===== config.mk =====
export PLATFORM = sky130hd
export DESIGN_NAME = program_memory_responder
export DESIGN_NICKNAME = d
export VERILOG_FILES = /design/src/rtl/program_memory_pkg.sv /design/src/rtl/program_memory_array.sv /design/src/rtl/program_memory_responder.sv
export SDC_FILE = /design/constraint.sdc
export NUM_CORES = 2
export LEC_CHECK = 0
export ABC_CLOCK_PERIOD_IN_PS = 6300
export CORE_MARGIN = 3
export CORE_UTILIZATION = 35
export CTS_BUF_LIST = sky130_fd_sc_hd__clkbuf_2
export DETAILED_ROUTE_END_ITERATION = 6
export SLEW_MARGIN = 20
export SYNTH_ARGS = -nofsm -noshare
export SYNTH_HDL_FRONTEND = slang
export SYNTH_HIERARCHICAL = 1
export SYNTH_SLANG_ARGS = --single-unit

===== constraint.sdc =====
create_clock -name clk -period 6.3 [get_ports clk]
set_input_delay 1.575 -clock clk [delete_from_list [all_inputs] [get_ports clk]]
set_output_delay 1.575 -clock clk [all_outputs]
set_load 0.01 [all_outputs]

===== src/rtl/program_memory_pkg.sv =====
// Shared definitions for the program-memory responder.
//   - default geometry of the instruction store
//   - width of the response latency counter
//   - responder FSM state type
package program_memory_pkg;

    localparam int PM_ADDR_BITS = 8;
    localparam int PM_DATA_BITS = 16;
    localparam int PM_DEPTH     = 256;

    // Wide enough for READ_LATENCY-1 with READ_LATENCY up to 15.
    localparam int LAT_CNT_BITS = 4;

    typedef enum logic [1:0] {
        ST_IDLE     = 2'd0,
        ST_WAIT     = 2'd1,
        ST_RESPOND  = 2'd2,
        ST_COOLDOWN = 2'd3
    } pm_state_e;

endpackage


===== src/rtl/program_memory_array.sv =====
// Instruction store: one synchronous read port and one write port.
// Ports:
//   clk, reset           clock, asynchronous active-low reset (read register only)
//   rd_en, rd_addr       read strobe/address; rd_data updates on the strobed edge
//   rd_data              registered read word, held between reads
//   wr_en, wr_addr,      write strobe/address/data
//   wr_data
// Reads of the word being written in the same cycle return the old contents.
// Out-of-range reads return zero; out-of-range writes are dropped.
module program_memory_array
    import program_memory_pkg::*;
#(
    parameter int ADDR_BITS = PM_ADDR_BITS,
    parameter int DATA_BITS = PM_DATA_BITS,
    parameter int DEPTH     = PM_DEPTH
) (
    input  logic                 clk,
    input  logic                 reset,
    input  logic                 rd_en,
    input  logic [ADDR_BITS-1:0] rd_addr,
    output logic [DATA_BITS-1:0] rd_data,
    input  logic                 wr_en,
    input  logic [ADDR_BITS-1:0] wr_addr,
    input  logic [DATA_BITS-1:0] wr_data
);

    localparam int IDX_BITS = (DEPTH > 1) ? $clog2(DEPTH) : 1;
    localparam logic [ADDR_BITS:0] DEPTH_LIM = (ADDR_BITS + 1)'(DEPTH);

    logic [DATA_BITS-1:0] mem [DEPTH];
    logic                 rd_in_range;
    logic                 wr_in_range;

    // Extra top bit lets DEPTH == 2**ADDR_BITS compare without overflow.
    assign rd_in_range = ({1'b0, rd_addr} < DEPTH_LIM);
    assign wr_in_range = ({1'b0, wr_addr} < DEPTH_LIM);

    // Storage is never reset so a loaded image survives a responder reset.
    always_ff @(posedge clk) begin
        if (wr_en && wr_in_range) begin
            mem[wr_addr[IDX_BITS-1:0]] <= wr_data;
        end
    end

    always_ff @(posedge clk or negedge reset) begin
        if (!reset) begin
            rd_data <= '0;
        end else if (rd_en) begin
            rd_data <= rd_in_range ? mem[rd_addr[IDX_BITS-1:0]] : '0;
        end
    end

endmodule


===== src/rtl/program_memory_responder.sv =====
// Responder end of the program-memory read channel.
// Ports:
//   clk, reset                 clock, asynchronous active-low reset
//   mem_read_valid/_address    request from the program controller
//   mem_read_ready             one-cycle pulse, mem_read_data valid this cycle
//   mem_read_data              returned word, held until the next response
//   load_valid/_address/_data  host image load, one word per cycle
//   busy                       request accepted and not yet past cooldown
//   read_count                 completed responses, wraps at 2**16
//
// state       | meaning
// ------------+-------------------------------------------------------
// ST_IDLE     | waiting for mem_read_valid; accepts and latches address
// ST_WAIT     | counting down latency; array read fires at count zero
// ST_RESPOND  | mem_read_ready high for this single cycle
// ST_COOLDOWN | controller's stale valid ignored; busy drops on exit
module program_memory_responder
    import program_memory_pkg::*;
#(
    parameter int ADDR_BITS    = PM_ADDR_BITS,
    parameter int DATA_BITS    = PM_DATA_BITS,
    parameter int DEPTH        = PM_DEPTH,
    parameter int READ_LATENCY = 2
) (
    input  logic                 clk,
    input  logic                 reset,
    input  logic                 mem_read_valid,
    input  logic [ADDR_BITS-1:0] mem_read_address,
    output logic                 mem_read_ready,
    output logic [DATA_BITS-1:0] mem_read_data,
    input  logic                 load_valid,
    input  logic [ADDR_BITS-1:0] load_address,
    input  logic [DATA_BITS-1:0] load_data,
    output logic                 busy,
    output logic [15:0]          read_count
);

    localparam logic [LAT_CNT_BITS-1:0] LAT_LOAD = LAT_CNT_BITS'(READ_LATENCY - 1);

    pm_state_e               state;
    pm_state_e               state_nxt;
    logic [LAT_CNT_BITS-1:0] lat_cnt;
    logic [LAT_CNT_BITS-1:0] lat_cnt_nxt;
    logic [ADDR_BITS-1:0]    req_addr;
    logic [ADDR_BITS-1:0]    req_addr_nxt;
    logic                    ready_nxt;
    logic                    busy_nxt;
    logic [15:0]             count_nxt;
    logic                    rd_fire;

    program_memory_array #(
        .ADDR_BITS (ADDR_BITS),
        .DATA_BITS (DATA_BITS),
        .DEPTH     (DEPTH)
    ) u_array (
        .clk     (clk),
        .reset   (reset),
        .rd_en   (rd_fire),
        .rd_addr (req_addr),
        .rd_data (mem_read_data),
        .wr_en   (load_valid),
        .wr_addr (load_address),
        .wr_data (load_data)
    );

    always_ff @(posedge clk or negedge reset) begin
        if (!reset) begin
            state          <= ST_IDLE;
            lat_cnt        <= '0;
            req_addr       <= '0;
            mem_read_ready <= 1'b0;
            busy           <= 1'b0;
            read_count     <= '0;
        end else begin
            state          <= state_nxt;
            lat_cnt        <= lat_cnt_nxt;
            req_addr       <= req_addr_nxt;
            mem_read_ready <= ready_nxt;
            busy           <= busy_nxt;
            read_count     <= count_nxt;
        end
    end

    always_comb begin
        state_nxt    = state;
        lat_cnt_nxt  = lat_cnt;
        req_addr_nxt = req_addr;
        ready_nxt    = 1'b0;
        busy_nxt     = busy;
        count_nxt    = read_count;
        rd_fire      = 1'b0;

        case (state)
            ST_IDLE: begin
                if (mem_read_valid) begin
                    req_addr_nxt = mem_read_address;
                    lat_cnt_nxt  = LAT_LOAD;
                    busy_nxt     = 1'b1;
                    state_nxt    = ST_WAIT;
                end
            end
            ST_WAIT: begin
                // Valid is not watched here: a dropped request still completes.
                if (lat_cnt != '0) begin
                    lat_cnt_nxt = lat_cnt - 1'b1;
                end else begin
                    rd_fire   = 1'b1;
                    ready_nxt = 1'b1;
                    state_nxt = ST_RESPOND;
                end
            end
            ST_RESPOND: begin
                count_nxt = read_count + 16'd1;
                state_nxt = ST_COOLDOWN;
            end
            ST_COOLDOWN: begin
                busy_nxt  = 1'b0;
                state_nxt = ST_IDLE;
            end
            default: begin
                busy_nxt  = 1'b0;
                state_nxt = ST_IDLE;
            end
        endcase
    end

endmodule


# Yosys cells after proc, flatten, opt, wreduce, memory -nomap -nowiden
# Memory sizes are Yosys's and may differ from the RTL's. A register that Yosys moved wholly into a read port is not among the register bits.
# Cells that the tools add are included.
# op_classes
add_sub_neg,2
n_eq_ne,6
mux,12
reduce_logical,9
# ops
cell,n
$add A16 B1 Y16 const B,1
$mux W4,2
$pmux W2 S4,1
$pmux W4 S2,1
$ne A2 B2 Y1 const B,3
$reduce_and A2 Y1,3
$mux W1,5
$eq A2 B2 Y1 const B,2
$mux W2,2
$reduce_bool A2 Y1,2
$reduce_bool A4 Y1,1
$sub A4 B1 Y4 const B,1
$reduce_and A3 Y1,1
$eq A2 B1 Y1 const B,1
$logic_not A2 Y1,1
$pmux W1 S2,1
$logic_not A1 Y1,1
# word_totals
reg_bits,32
ram_bits,4096
inputBits,36
output_inout_bits,34
wordCells,36
mem_count,1
# mem_list
name,words,width,read_ports,rd_ports_with_merged_regs,wr,line_no,source
u_array.mem,256,16,1,1,1,program_memory_array.sv:30,logic [DATA_BITS-1:0] mem [DEPTH];

# Depth between registers and ports, before layout
# depth
word_depth,3
depth_mapped,13
ltp_nobuf,9

# By module
# Netlist, hierarchy kept.
# modules_own_cells
module,n_inst,cells_per_inst,area_each_um2
program_memory_array,1,7536,159113.9
program_memory_responder,1,131,1545.2

# Least setup slack after synthesis
# OpenSTA, ideal clock, no wires.
# synth_timing
path_kind,input -> register
from,input load_address[0]
to,memory u_array/mem[237][0] (netlist name) (enable)
arrival_ps,3351
required_time_ps,5912
path_slack_ps,2560
cell_stages,6
path_buffers,3
path_cell_list,clkbuf_1 nor2b_1 clkbuf_1 nand4_1 clkbuf_1 nor2_1
# synth_rtl
item,line_no,source
start: declaration,program_memory_responder.sv:32,"input logic [ADDR_BITS-1:0] load_address,"
end: declaration,program_memory_array.sv:30,
# Straight into the memory's write port.

==> results.json <==
{
  "outcome": "finished, final reports clean",
  "syn_nets": 7710,
  "synth_top_family_by_area": "multiplexers",
  "syn_area_um2": 160700,
  "cts_tree": "built",
  "worst_pin_slew_ns": 1.285,
  "seq_area_frac_synth_pct": 77.31,
  "grt_pass1_vias": 87100,
  "ios": 70,
  "placedCellCount": 13850,
  "grt_max_degree": 149,
  "synth_top_area_share_pct": 76.56,
  "total_power_mw": 69.67,
  "worstHoldEndpoint": "busy$_DFFE_PN0P_",
  "htreeDepth": 7,
  "dieArea_um2": 467200,
  "reg2regPathDepth": 9,
  "yosysTopAreaCell": "edfxtp_1",
  "crit_type": "register to register",
  "cts_resized": 0,
  "dr.pass1.iters": 7,
  "finClkSkew_ns": 0.1841,
  "synth_xor_xnor_area_share_pct": 0.08177,
  "drv_cap": 0,
  "cpMaxStageDelayCell": "a211oi_1",
  "vias_per_cell": 5.520,
  "critPathLaunchType": "register",
  "holdCritStartpoint": "mem_read_valid",
  "io_buffers": 69,
  "yosys.area_share.simple_pct": 2.184,
  "finalNonFillerCells": 15700,
  "synthArstFlopShare_pct": 1.158,
  "syn_avg_cell_area_um2": 20.95,
  "drt_iter0_drc": 11250,
  "synth_area_leaders": "edfxtp_1, mux4_2, mux2i_1",
  "slew_violations": 0,
  "p_per_area_nw_per_um2": 388.4,
  "r2r_start": "req_addr[4]$_DFFE_PN0P_",
  "globalplace.congestion": 0.8951,
  "worst_slack_ns": 1.180,
  "insertion_delay_ns": 2.27,
  "nets": 8904,
  "cp.required_ns": 8.33,
  "cp_cell_sequence": "buf_4 -> nand3b_1 -> buf_4 -> o22ai_1 -> a211oi_1 -> a211oi_1 -> a21boi_0 -> and4_1 -> a211o_1",
  "slew_headroom_pct": 12.15,
  "synth.most_common_cell": "edfxtp_1",
  "rsz0062_at_grt": "no",
  "cts.path.max_buffers": 5,
  "clockRootBuffer": "clkbuf_2",
  "rows": 248,
  "area.growth.synth_to_final_pct": 11.64,
  "place_ws_ns": 1.322,
  "min_period_ns": 5.120,
  "synth_compound_area_share_pct": 3.740,
  "drive_above_1_share_pct": 30.73,
  "ff2ff_setup_slack_ns": 1.18,
  "wl_per_cell_um": 29.56,
  "placed_area_um2": 170200,
  "setup_viol_count_final": 0,
  "min_path_type": "input port to register",
  "cts_buffers": 1113,
  "leakage_nw": 58.31,
  "grtUsageTotal_pct": 19.60,
  "dp_hpwl_um": 278900,
  "antenna_found_initial": 51,
  "drc_errors": 0,
  "setup_tns_ns": 0,
  "synth-seq-cells": 4144,
  "path_max_fanout": 32,
  "worstSetupEndpointType": "register",
  "clock.fmax_ghz": 0.1953,
  "final_hold_viol_count": 0,
  "grt_pass1_wl_um": 650900,
  "start_util_pct": 35.17,
  "design_area_um2": 179400,
  "syn_inst": 7667,
  "die_width_um": 683.5,
  "yosys.area_share.adder_pct": 0.05452,
  "whs_path_depth": 4,
  "synth_edf_count": 4096,
  "yosysWarnings": 6,
  "cts.sinks": 4144,
  "period_share_pct": 81.26,
  "worst-path-buf-inv": 2,
  "grt.overflow.total": 0,
  "cp.arrival_ns": 7.15,
  "yosys_most_used_dff": "edfxtp_1",
  "die_h_um": 683.5,
  "wl_um": 464000,
  "muxShareOfSynthArea_pct": 14.60,
  "final.fill_count": 41360,
  "r2r-end": "u_array/rd_data[4]$_DFFE_PN0P_",
  "critPathTopFamily": "compound AO/OA/AOI/OAI gates",
  "drt.antenna.violating_nets": 0,
  "synth_cell_type_count": 85,
  "clkTransAtPathRegs_ns": 0.11,
  "fin_util_pct": 39.27,
  "vias": 86650,
  "coreArea_um2": 456800,
  "slowest_delay_ns": 0.96,
  "fin_hold_ws_ns": 0.3275,
  "synthTopCellsByCount": "edfxtp_1, mux4_2, mux2i_1",
  "irDropWorstVdd_mv": 0.5018
}
## cell usage in the layout, fill, tap and decap left out, types with 41 or more instances in the layout
cell / count
clkbuf_2: 1525
o221ai_1: 112
diode_2: 42
clkdlybuf4s50_1: 52
buf_4: 409
nor2_1: 229
a22oi_1: 103
nand2_1: 192
nor3_1: 54
nand3_1: 58
mux2i_1: 609
a21oi_1: 102
dfrtp_1: 43
edfxtp_1: 4096
a211oi_1: 71
nor2_2: 81
buf_12: 41
mux4_1: 54
mux2_2: 44
o21ai_0: 94
o22ai_1: 199
clkinv_1: 193
mux4_2: 682
## power by group
group	internal (mW)	switching, mW
Combinational	8.04	13.4
Clock	6.78	10.5
Sequential	30.4	0.504
Total	45.2	24.4
## per-layer routing
layer / vias to the layer above / GRT usage (%) / share of wire, %
met1: 45550 / 25.96 / 39
met4: 16 / 8.387 / 3.5
met3: 817 / 5.058 / 10
li1: 35140 / - / -
met2: 5120 / 30.68 / 48
met5: - / 0 / 0.024
## cells by family after synthesis
kind of cell,Yosys count
multiplexers,1396
XOR/XNOR,15
adder cells (fa/ha/maj),7
flip-flops,4144
AO/OA/AOI/OAI,855
AND/OR/NAND/NOR,768
buffers and inverters,482
## registers in the layout, indices dropped and copies added (netlist names)
name and count:
u_array/rd_data 16, mem_read_ready 1, state 2, busy 1, lat_cnt 4, req_addr 8, read_count 16, u_array/mem 4096
## repair_timing
action | in CTS | in global routing
buffers inserted | 0 | 0
hold buffers | 22 | 0
hold endpoints to repair | 1498 | 0
endpoints found under the setup margin | 0 | 0
## tightest hold or removal path: cells and delay by family
kind,cells,cell delay (ns)
AOI/OAI and AO/OA,1,0.07
buffers and inverters,1,0.54
and+or+nand+nor,1,0.06
muxes,1,0.17
## worst max-delay path by stage
stage | from | to | slack (ns) | cells after the start
CTS | u_array/rd_data[14]$_DFFE_PN0P_ | mem_read_data[14] | 0.87 | 1
detailed placement | req_addr[4]$_DFFE_PN0P_ | u_array/rd_data[4]$_DFFE_PN0P_ | 1.32 | 9
global placement | req_addr[4]$_DFFE_PN0P_ | u_array/rd_data[4]$_DFFE_PN0P_ | 1.28 | 9
finish | req_addr[4]$_DFFE_PN0P_ | u_array/rd_data[4]$_DFFE_PN0P_ | 1.18 | 9
global route | u_array/rd_data[14]$_DFFE_PN0P_ | mem_read_data[14] | 1.01 | 1
floorplan | load_address[0] | u_array/mem[237][0]$_DFFE_PP_ | 2.56 | 6
## layout make-up
| class | count | area (µm²) | area share (%) |
|---|---|---|---|
| flip-flops and latches | 4144 | 124200 | 69.25 |
| multi-input cells | 3041 | 33560 | 18.71 |
| well taps | 6125 | 7664 | 4.273 |
| clock buffers | 1525 | 7632 | 4.255 |
| repair buffers | 540 | 4887 | 2.725 |
| clock inverters | 258 | 1216 | 0.6781 |
| diodes | 42 | 105.1 | 0.05860 |
| inverters | 21 | 86.33 | 0.04813 |
No activity file was read; power rests on OpenSTA's default activity.
